File: config.mk
export PLATFORM = sky130hd
export DESIGN_NAME = fetch_ctrl
export DESIGN_NICKNAME = d
export VERILOG_FILES = /design/src/rtl/fetch_pkg.sv /design/src/rtl/fetch_ifid_reg.sv /design/src/rtl/fetch_ctrl.sv
export SDC_FILE = /design/constraint.sdc
export NUM_CORES = 1
export LEC_CHECK = 0
export BUFFER_PORTS_ARGS = -buffer_cell sky130_fd_sc_hd__buf_2
export CAP_MARGIN = 25
export CORE_UTILIZATION = 30
export CTS_CLUSTER_SIZE = 30
export DETAILED_ROUTE_END_ITERATION = 8
export PLACE_DENSITY = 0.59
export SLEW_MARGIN = 10
export SYNTH_ARGS = -nofsm -noshare
export SYNTH_HDL_FRONTEND = slang
export SYNTH_SLANG_ARGS = --single-unit
File: constraint.sdc
create_clock -name clk -period 2.2 [get_ports clk]
set_clock_uncertainty 0.05 [all_clocks]
set_input_delay 0.55 -clock clk [delete_from_list [all_inputs] [get_ports clk]]
set_output_delay 0.55 -clock clk [all_outputs]
set_load 0.02 [all_outputs]
File: src/rtl/fetch_pkg.sv
// Shared definitions for the instruction-fetch sequencer: state encoding,
// NOP word and default bus widths.
package fetch_pkg;

    localparam int ADDR_W_DEF = 4;
    localparam int DATA_W_DEF = 32;

    localparam logic [31:0] NOP = 32'h0;

    typedef enum logic [2:0] {
        S_IDLE  = 3'd0,
        S_FETCH = 3'd1,
        S_STALL = 3'd2,
        S_FLUSH = 3'd3,
        S_HALT  = 3'd4
    } fetch_state_t;

endpackage

File: src/rtl/fetch_ifid_reg.sv
// IF/ID pipeline register: instruction, its word address and a valid flag.
// A bubble overrides any load and leaves a NOP marked invalid.
module ifid_reg
    import fetch_pkg::*;
#(
    parameter int ADDR_W = ADDR_W_DEF,
    parameter int DATA_W = DATA_W_DEF
) (
    input  logic              clk,
    input  logic              reset,
    input  logic              load,
    input  logic              hold,
    input  logic              bubble,
    input  logic [DATA_W-1:0] next_instr,
    input  logic [ADDR_W-1:0] next_pc,
    output logic [DATA_W-1:0] instr,
    output logic [ADDR_W-1:0] pc,
    output logic              valid
);

    always_ff @(posedge clk or posedge reset) begin
        if (reset) begin
            instr <= DATA_W'(NOP);
            pc    <= '0;
            valid <= 1'b0;
        end else if (bubble) begin
            instr <= DATA_W'(NOP);
            valid <= 1'b0;
        end else if (load && !hold) begin
            instr <= next_instr;
            pc    <= next_pc;
            valid <= 1'b1;
        end
    end

endmodule

File: src/rtl/fetch_ctrl.sv
// Instruction-fetch sequencer: owns the PC, strobes the instruction memory,
// and arbitrates halt/jump/branch/stall into one fetch decision per cycle.
module fetch_ctrl
    import fetch_pkg::*;
#(
    parameter int ADDR_W       = ADDR_W_DEF,
    parameter int DATA_W       = DATA_W_DEF,
    parameter int FLUSH_CYCLES = 1
) (
    input  logic              clk,
    input  logic              reset,
    input  logic              en,
    input  logic              stall,
    input  logic              branch_taken,
    input  logic [ADDR_W-1:0] branch_target,
    input  logic              jump_taken,
    input  logic [ADDR_W-1:0] jump_target,
    input  logic              halt_req,
    output logic              imem_read,
    output logic [ADDR_W-1:0] imem_addr,
    input  logic [DATA_W-1:0] imem_rdata,
    output logic [DATA_W-1:0] ifid_instr,
    output logic [ADDR_W-1:0] ifid_pc,
    output logic [ADDR_W-1:0] ifid_pc_plus1,
    output logic              ifid_valid,
    output logic [7:0]        fetch_count,
    output logic [2:0]        state
);

    localparam logic [2:0] FLUSH_LOAD = (FLUSH_CYCLES == 0) ? 3'd0 : 3'(FLUSH_CYCLES - 1);

    fetch_state_t      cur_state;
    logic [ADDR_W-1:0] pc;
    logic [2:0]        bubble_cnt;
    logic [7:0]        count;

    logic              running;
    logic              issuing;
    logic              redirect;
    logic [ADDR_W-1:0] target;
    logic              do_halt;
    logic              do_redirect;
    logic              do_stall;
    logic              do_fetch;
    logic              ifid_bubble;

    always_comb begin
        running     = (cur_state == S_FETCH) || (cur_state == S_STALL) || (cur_state == S_FLUSH);
        issuing     = (cur_state == S_FETCH) || (cur_state == S_STALL);
        redirect    = jump_taken || branch_taken;
        target      = jump_taken ? jump_target : branch_target;
        do_halt     = running && halt_req;
        do_redirect = running && !halt_req && redirect;
        do_stall    = issuing && !halt_req && !redirect && stall;
        do_fetch    = issuing && !halt_req && !redirect && !stall;
        ifid_bubble = do_halt || do_redirect || (cur_state == S_FLUSH) || (cur_state == S_HALT);
    end

    // Priority: halt > jump > branch > stall > normal; FLUSH ignores stall.
    always_ff @(posedge clk or posedge reset) begin
        if (reset) begin
            cur_state  <= S_IDLE;
            pc         <= '0;
            bubble_cnt <= 3'd0;
            count      <= 8'd0;
        end else begin
            case (cur_state)
                S_IDLE: begin
                    if (en) cur_state <= S_FETCH;
                end
                S_FETCH, S_STALL, S_FLUSH: begin
                    if (do_halt) begin
                        cur_state <= S_HALT;
                    end else if (do_redirect) begin
                        pc         <= target;
                        bubble_cnt <= FLUSH_LOAD;
                        cur_state  <= (FLUSH_CYCLES == 0) ? S_FETCH : S_FLUSH;
                    end else if (cur_state == S_FLUSH) begin
                        if (bubble_cnt == 3'd0) cur_state <= S_FETCH;
                        else                    bubble_cnt <= bubble_cnt - 3'd1;
                    end else if (stall) begin
                        cur_state <= S_STALL;
                    end else begin
                        pc        <= pc + ADDR_W'(1);
                        cur_state <= S_FETCH;
                        if (count != 8'd255) count <= count + 8'd1;
                    end
                end
                S_HALT: cur_state <= S_HALT;
                default: cur_state <= S_IDLE;
            endcase
        end
    end

    ifid_reg #(
        .ADDR_W(ADDR_W),
        .DATA_W(DATA_W)
    ) u_ifid (
        .clk       (clk),
        .reset     (reset),
        .load      (do_fetch),
        .hold      (do_stall),
        .bubble    (ifid_bubble),
        .next_instr(imem_rdata),
        .next_pc   (pc),
        .instr     (ifid_instr),
        .pc        (ifid_pc),
        .valid     (ifid_valid)
    );

    assign imem_read     = issuing;
    assign imem_addr     = pc;
    assign ifid_pc_plus1 = ifid_pc + ADDR_W'(1);
    assign fetch_count   = count;
    assign state         = cur_state;

endmodule
==> flow_summary.yaml, run 1 <==
critical_path:
  worstSetupEndpointType: "primary output"
  critical_path.cell_chain: "xor2_2, nor2b_1, buf_2"
  crit_path_max_fanout: 6
  critPathLaunchType: "flip-flop"
  crit_required_ns: 1.60
  crit_slowest_cell: "dfrtp_1"
  path_class: "flip-flop to primary output"
  cp.arrival_ns: 1.39
  path_delay_family: "flip-flops"
  path_buf_inv: 1
  slowest_delay_ns: 0.45
global_route:
  grt_max_degree: 56
  grt_pass1_wl_mm: 8.714
  antenna_found_initial: 0
  grt-busiest-layer: "met2"
  grt_usage: 0.1303
  grt_use_met2: 0.2018
  grt_pass1_vias: 1762
  grt_util_met3: 0.03099
  grt_overflow: 0
  grt_use_met1: 0.1863
detailed_routing:
  drtIter0Drc: 72
  wl_per_cell_um: 13.35
  vias_per_cell: 4.662
  dr.pass1.iters: 4
  routed_wl_mm: 5.365
  drc: 0
  drtAntennaViolNets: 0
  vias: 1874
synthesis:
  yosys-top-cells-count: "dfrtp_1, a22o_1, nand2_1"
  yosysMostFrequentCell: "dfrtp_1"
  avgSynthCellArea_sq_um: 12.34
  synth.top_cells.by_area: "dfrtp_1, a22o_1, mux2_2"
  synth_top_area_share: 0.5720
  ys_seq_area_frac: 0.5720
  async_flop_share: 1.000
  synth-main-ff-cell: "dfrtp_1"
  ys_warn_count: 0
  syn_inst: 195
  yosysTopAreaCell: "dfrtp_1"
  syn-num-nets: 247
  ys_types: 38
  synth_edf_count: 0
  synth-seq-cells: 55
  synth_area_sq_um: 2406
pwr:
  clockPowerShare: 0.193
  power-per-cell-area_nw_per_um2: 1050
  p_comb_frac: 0.400
  switching_share: 0.3883
  p_leak_nw: 1.713
  peakVddDrop_v: 0.0005288
  pwr-share-seq: 0.407
  finalPower_mw: 3.308
  internal_power_mw: 2.023
  p_sw_mw: 1.285
cts:
  cts_resized: 0
  cts_num_sinks: 55
  htree_num_levels: 2
  post_cts_buffers: 0
  ctsHoldBuffers: 0
  clk_pin_slew_ns: 0.09
  cts-buffers-inserted: 5
  clk_latency_ns: 0.30
  cts_buffer_depth: 2
  cts-root-buf: "clkbuf_8"
  cts_tree: "done"
sta:
  setup_viol: 0
  relSlewSlack: 0.7702
  worst_slew_pin_slew_ns: 0.3446
  fmax_mhz: 503.8
  rsz0062_at_grt: "false"
  hold_violations: 0
  drv_slew: 0
  tns_ns: 0
  layout_min_cycle_time_ns: 1.985
  fin_crit_sh: 0.9023
placed_design:
  hpwl_mm: 3.855
  place.gp.congestion: 0.7967
  port_buffers: 103
  dp.cells: 395
finish:
  fin_nets: 352
  nFillCells: 747
  diodes: 0
  area_growth_pct: 30.94
  drive_above_1_share: 0.4400
  stdcell_count: 402
run_status:
  status: "finished, final reports clean"
die:
  io-pin-count: 104
  die_h_um: 91.56
  core_sq_um: 7727
  initial_utilization: 0.3114
  die_w_um: 91.56
  num_rows: 32
  die_area_sq_um: 8382
job:
  maxCapViolations: 0
min_path:
  hold_path.class: "input port to async pin"
-- kinds of logic after synthesis --
| kind of cell | share of synthesized area |
|---|---|
| flip-flops | 0.5720 |
| AO/OA/AOI/OAI | 0.1706 |
| AND/OR/NAND/NOR | 0.1014 |
| buffers and inverters | 0.03952 |
| multiplexers | 0.04732 |
| XOR/XNOR | 0.04316 |
| adder cells (fa/ha/maj) | 0.02600 |
-- registers in the layout, indices dropped and copies added, names as in the netlist --
register / count
imem_addr: 4
fetch_count: 8
u_ifid.pc: 4
bubble_cnt: 3
u_ifid.instr: 32
state: 3
u_ifid.valid: 1
-- cell usage in the layout, fill, tap and decap left out, types with 2 or more instances in the layout --
| cell type | count |
|---|---|
| buf_2 | 103 |
| dfrtp_1 | 55 |
| a22o_1 | 32 |
| nand2_1 | 11 |
| o21ai_0 | 7 |
| nand3_1 | 6 |
| mux2_2 | 6 |
| nor2_1 | 5 |
| xor2_1 | 5 |
| xnor2_1 | 5 |
| ha_1 | 5 |
| clkbuf_8 | 5 |
| nand4_1 | 4 |
| and3_1 | 4 |
| inv_1 | 4 |
| a21oi_1 | 4 |
| buf_4 | 4 |
| nor3_1 | 3 |
| and2_1 | 2 |
| or2_2 | 2 |
| nor2b_1 | 2 |
| a31oi_1 | 2 |
| mux2i_1 | 2 |
| buf_12 | 2 |
-- path summary, 6_finish.rpt --
check,start,end,slack [ns],cells past startpoint
worst max-delay path,state[0]$_DFFE_PP0P_,imem_read,0.21,3
min in group clk,imem_rdata[17],u_ifid.instr[17]$_DFFE_PP0P_,0.42,2
worst min-delay path,reset,u_ifid.instr[8]$_DFFE_PP0P_,0.25,3
worst min register to register,u_ifid.instr[9]$_DFFE_PP0P_,u_ifid.instr[9]$_DFFE_PP0P_,0.45,1
worst max register to register,state[0]$_DFFE_PP0P_,fetch_count[3]$_DFFE_PP0P_,0.32,5
max in group asynchronous,reset,u_ifid.instr[27]$_DFFE_PP0P_,1.62,3
-- cell type report --
type                            count  area (sq um)  share of cell area
Clock buffer                        6         72.57             0.02303
Clock inverter                      1         30.03            0.009531
Inverter                            5         18.77            0.005957
Multi-Input combinational cell    124         939.7              0.2983
Sequential cell                    55          1376              0.4369
Tap cell                          102         127.6             0.04051
Timing Repair Buffer              109         585.6              0.1859
-- layer usage --
layer | vias up | wire length, um | share of wire
met2 | 73 | 2348 | 0.44
met5 | - | 0 | 0
li1 | 932 | - | -
met1 | 866 | 2627 | 0.49
met4 | 0 | 30 | 0.0056
met3 | 3 | 357 | 0.067
-- metrics by stage --
stage	hold WS [ns]	cell area (sq um)	setup slack, ns	utilization
final	0.2503	3151	0.2150	0.4077
after global routing	0.2682	3151	0.08642	0.4077
after CTS	0.2586	3151	0.2039	0.4077
after detailed placement	0.4286	3048	0.2136	0.3944
after global placement	0.4291	3048	0.2472	0.3944
after floorplan	0.4568	2406	0.2571	-
-- power groups by stage --
stage | combinational, mW | clock, mW | sequential (mW)
6_report | 1.32 | 0.638 | 1.35
5_1_grt | 1.45 | 0.700 | 1.37
4_1_cts | 1.35 | 0.663 | 1.35
3_5_place_dp | 1.35 | 0 | 1.37
3_3_place_gp | 1.33 | 0 | 1.36
2_1_floorplan | 0.671 | 0 | 1.55
-- tightest hold or removal path, cell delays in order --
cell	delay, ns
buf_2	0.11
inv_2	0.06
buf_12	0.28
No activity file was read; power rests on OpenSTA's default activity.
==> run 2: changes to the inputs <==
--- a/config.mk
+++ b/config.mk
@@ -7,10 +7,13 @@
 export LEC_CHECK = 0
 export BUFFER_PORTS_ARGS = -buffer_cell sky130_fd_sc_hd__buf_2
 export CAP_MARGIN = 25
+export CORE_MARGIN = 1.5
 export CORE_UTILIZATION = 30
+export CTS_BUF_LIST = sky130_fd_sc_hd__clkbuf_16
 export CTS_CLUSTER_SIZE = 30
 export DETAILED_ROUTE_END_ITERATION = 8
 export PLACE_DENSITY = 0.59
+export SKIP_CTS_REPAIR_TIMING = 1
 export SLEW_MARGIN = 10
 export SYNTH_ARGS = -nofsm -noshare
 export SYNTH_HDL_FRONTEND = slang
==> run 2 against run 1 <==
Compared with the run above: core utilization is 0.76 points higher; worst hold slack gained 0.0098 ns; die area rose by 2.2%; combinational power down 3%; routed wire length rose by 2.7%; sequential cell count unchanged; critical path type unchanged; largest power group unchanged; critical endpoint unchanged; global-route usage fell by 0.16 points; critical path depth did not move.
==> flow_summary.yaml, run 2 (synthesized netlist as in run 1, its figures left out) <==
run_status:
  status: "finished, final reports clean"
sta:
  drv_slew: 0
  layout_min_cycle_time_ns: 2.052
  tns_ns: 0
  whs_ns: 0.2601
  worst_slew_pin_slew_ns: 0.3531
  fmax_mhz: 487.3
  relSlewSlack: 0.7646
  rsz0062_at_grt: "false"
  setup_viol: 0
  fin_crit_sh: 0.9327
  hold_violations: 0
detailed_routing:
  routed_wl_mm: 5.512
  drc: 0
  drtAntennaViolNets: 0
  vias_per_cell: 4.649
  dr.pass1.iters: 4
  drtIter0Drc: 51
  vias: 1883
  wl_per_cell_um: 13.61
finish:
  drive_above_1_share: 0.4455
  layout_common_cells: "buf_2, dfrtp_1, a22o_1, nand2_1, buf_4"
  largest_register_ffs: 32
  fin_nets: 354
  nFillCells: 776
  largest-register: "u_ifid.instr"
  area_growth_pct: 33.39
  final_core_util: 0.4153
  layout_commonest_cell: "buf_2"
  diodes: 0
global_route:
  grt_overflow: 0
  grt_pass1_vias: 1779
  grt-busiest-layer: "met2"
  grt_use_met1: 0.1760
  grt_max_degree: 33
  grt_usage: 0.1287
  grt_pass1_wl_mm: 8.804
  grt_util_met3: 0.02956
  grt_use_met2: 0.2022
  antenna_found_initial: 0
critical_path:
  path_class: "flip-flop to primary output"
  critPathLaunchType: "flip-flop"
  r2r_slack_ns: 0.33
  critical_path.cell_chain: "xor2_2, nor2b_1, buf_2"
  slowest_delay_ns: 0.44
  cp.arrival_ns: 1.45
  path_buf_inv: 1
  r2r-start: "state[0]$_DFFE_PP0P_"
  crit_slowest_cell: "dfrtp_1"
  crit_path_max_fanout: 6
  path_delay_family: "flip-flops"
  worstSetupEndpointType: "primary output"
  worstReg2RegEnd: "fetch_count[3]$_DFFE_PP0P_"
  r2r_cells: 5
  crit_required_ns: 1.60
pwr:
  p_comb_frac: 0.362
  pwr-share-seq: 0.381
  p_sw_mw: 1.341
  internal_power_mw: 2.192
  clockPowerShare: 0.257
  finalPower_mw: 3.532
  p_leak_nw: 1.747
  power-per-cell-area_nw_per_um2: 1101
  peakVddDrop_v: 0.0005274
  switching_share: 0.3795
die:
  io-pin-count: 104
  num_rows: 32
  die_h_um: 92.56
  initial_utilization: 0.3114
  die_area_sq_um: 8566
  die_w_um: 92.56
  core_sq_um: 7727
cts:
  clk_latency_ns: 0.29
  cts-root-buf: "clkbuf_16"
  clk_pin_slew_ns: 0.07
  cts_tree: "done"
  htree_num_levels: 2
  cts_num_sinks: 55
  cts_buffer_depth: 2
  cts-buffers-inserted: 5
job:
  maxCapViolations: 0
placed_design:
  hpwl_mm: 4.031
  port_buffers: 103
  place.gp.congestion: 0.8349
min_path:
  hold_path.class: "input port to async pin"
==> run 2: cell count changes in the layout (fill, tap and decap cells not counted), sizes merged <==
cell and delta:
buf +2, clkbuf -1, clkinv +1, inv +1
==> run 2: tightest hold or removal path, stage by stage <==
cell	delay, ns
buf_2	0.10
inv_2	0.04
buf_4	0.31
==> run 2: how the worst max path moves through the flow <==
stage	from	to	slack (ns)	depth (start not counted)
floorplan	reset	bubble_cnt[0]$_DFFE_PP0P_	0.26	1
global placement	halt_req	fetch_count[3]$_DFFE_PP0P_	0.25	6
detailed placement	jump_taken	fetch_count[3]$_DFFE_PP0P_	0.20	6
CTS	state[0]$_DFFE_PP0P_	imem_read	0.11	3
global route	state[0]$_DFFE_PP0P_	imem_read	0.09	3
finish	state[0]$_DFFE_PP0P_	imem_read	0.15	3
==> run 2: area by class of cell <==
cell class                      count  area [sq um]  share of cell area
Clock buffer                        5         125.1             0.03899
Multi-Input combinational cell    124         938.4              0.2924
Inverter                            5         18.77            0.005848
Sequential cell                    55          1376              0.4288
Timing Repair Buffer              111         575.6              0.1793
Tap cell                          102         127.6             0.03977
Clock inverter                      3         47.55             0.01481
==> run 2: layer usage <==
metal | part of all wire | vias to the layer above
li1 | - | 926
met1 | 0.47 | 882
met2 | 0.44 | 67
met3 | 0.064 | 8
met4 | 0.018 | 0
met5 | 0 | -
==> run 2: power groups by stage <==
stage                     clock network (mW)  registers (mW)  logic, mW
final                                  0.907            1.35       1.28
after global routing                   0.954            1.38       1.41
after CTS                              0.926            1.35       1.30
after detailed placement                   0            1.37       1.30
after global placement                     0            1.36       1.28
after floorplan                            0            1.55      0.671
==> run 2: per-stage QoR <==
stage | std cells | area [sq um] | setup slack (ns)
CTS | 405 | 3209 | 0.1081
finish | 405 | 3209 | 0.1480
floorplan | 195 | 2406 | 0.2571
detailed placement | 397 | 3037 | 0.2009
global route | 405 | 3209 | 0.08596
global placement | 397 | 3037 | 0.2485
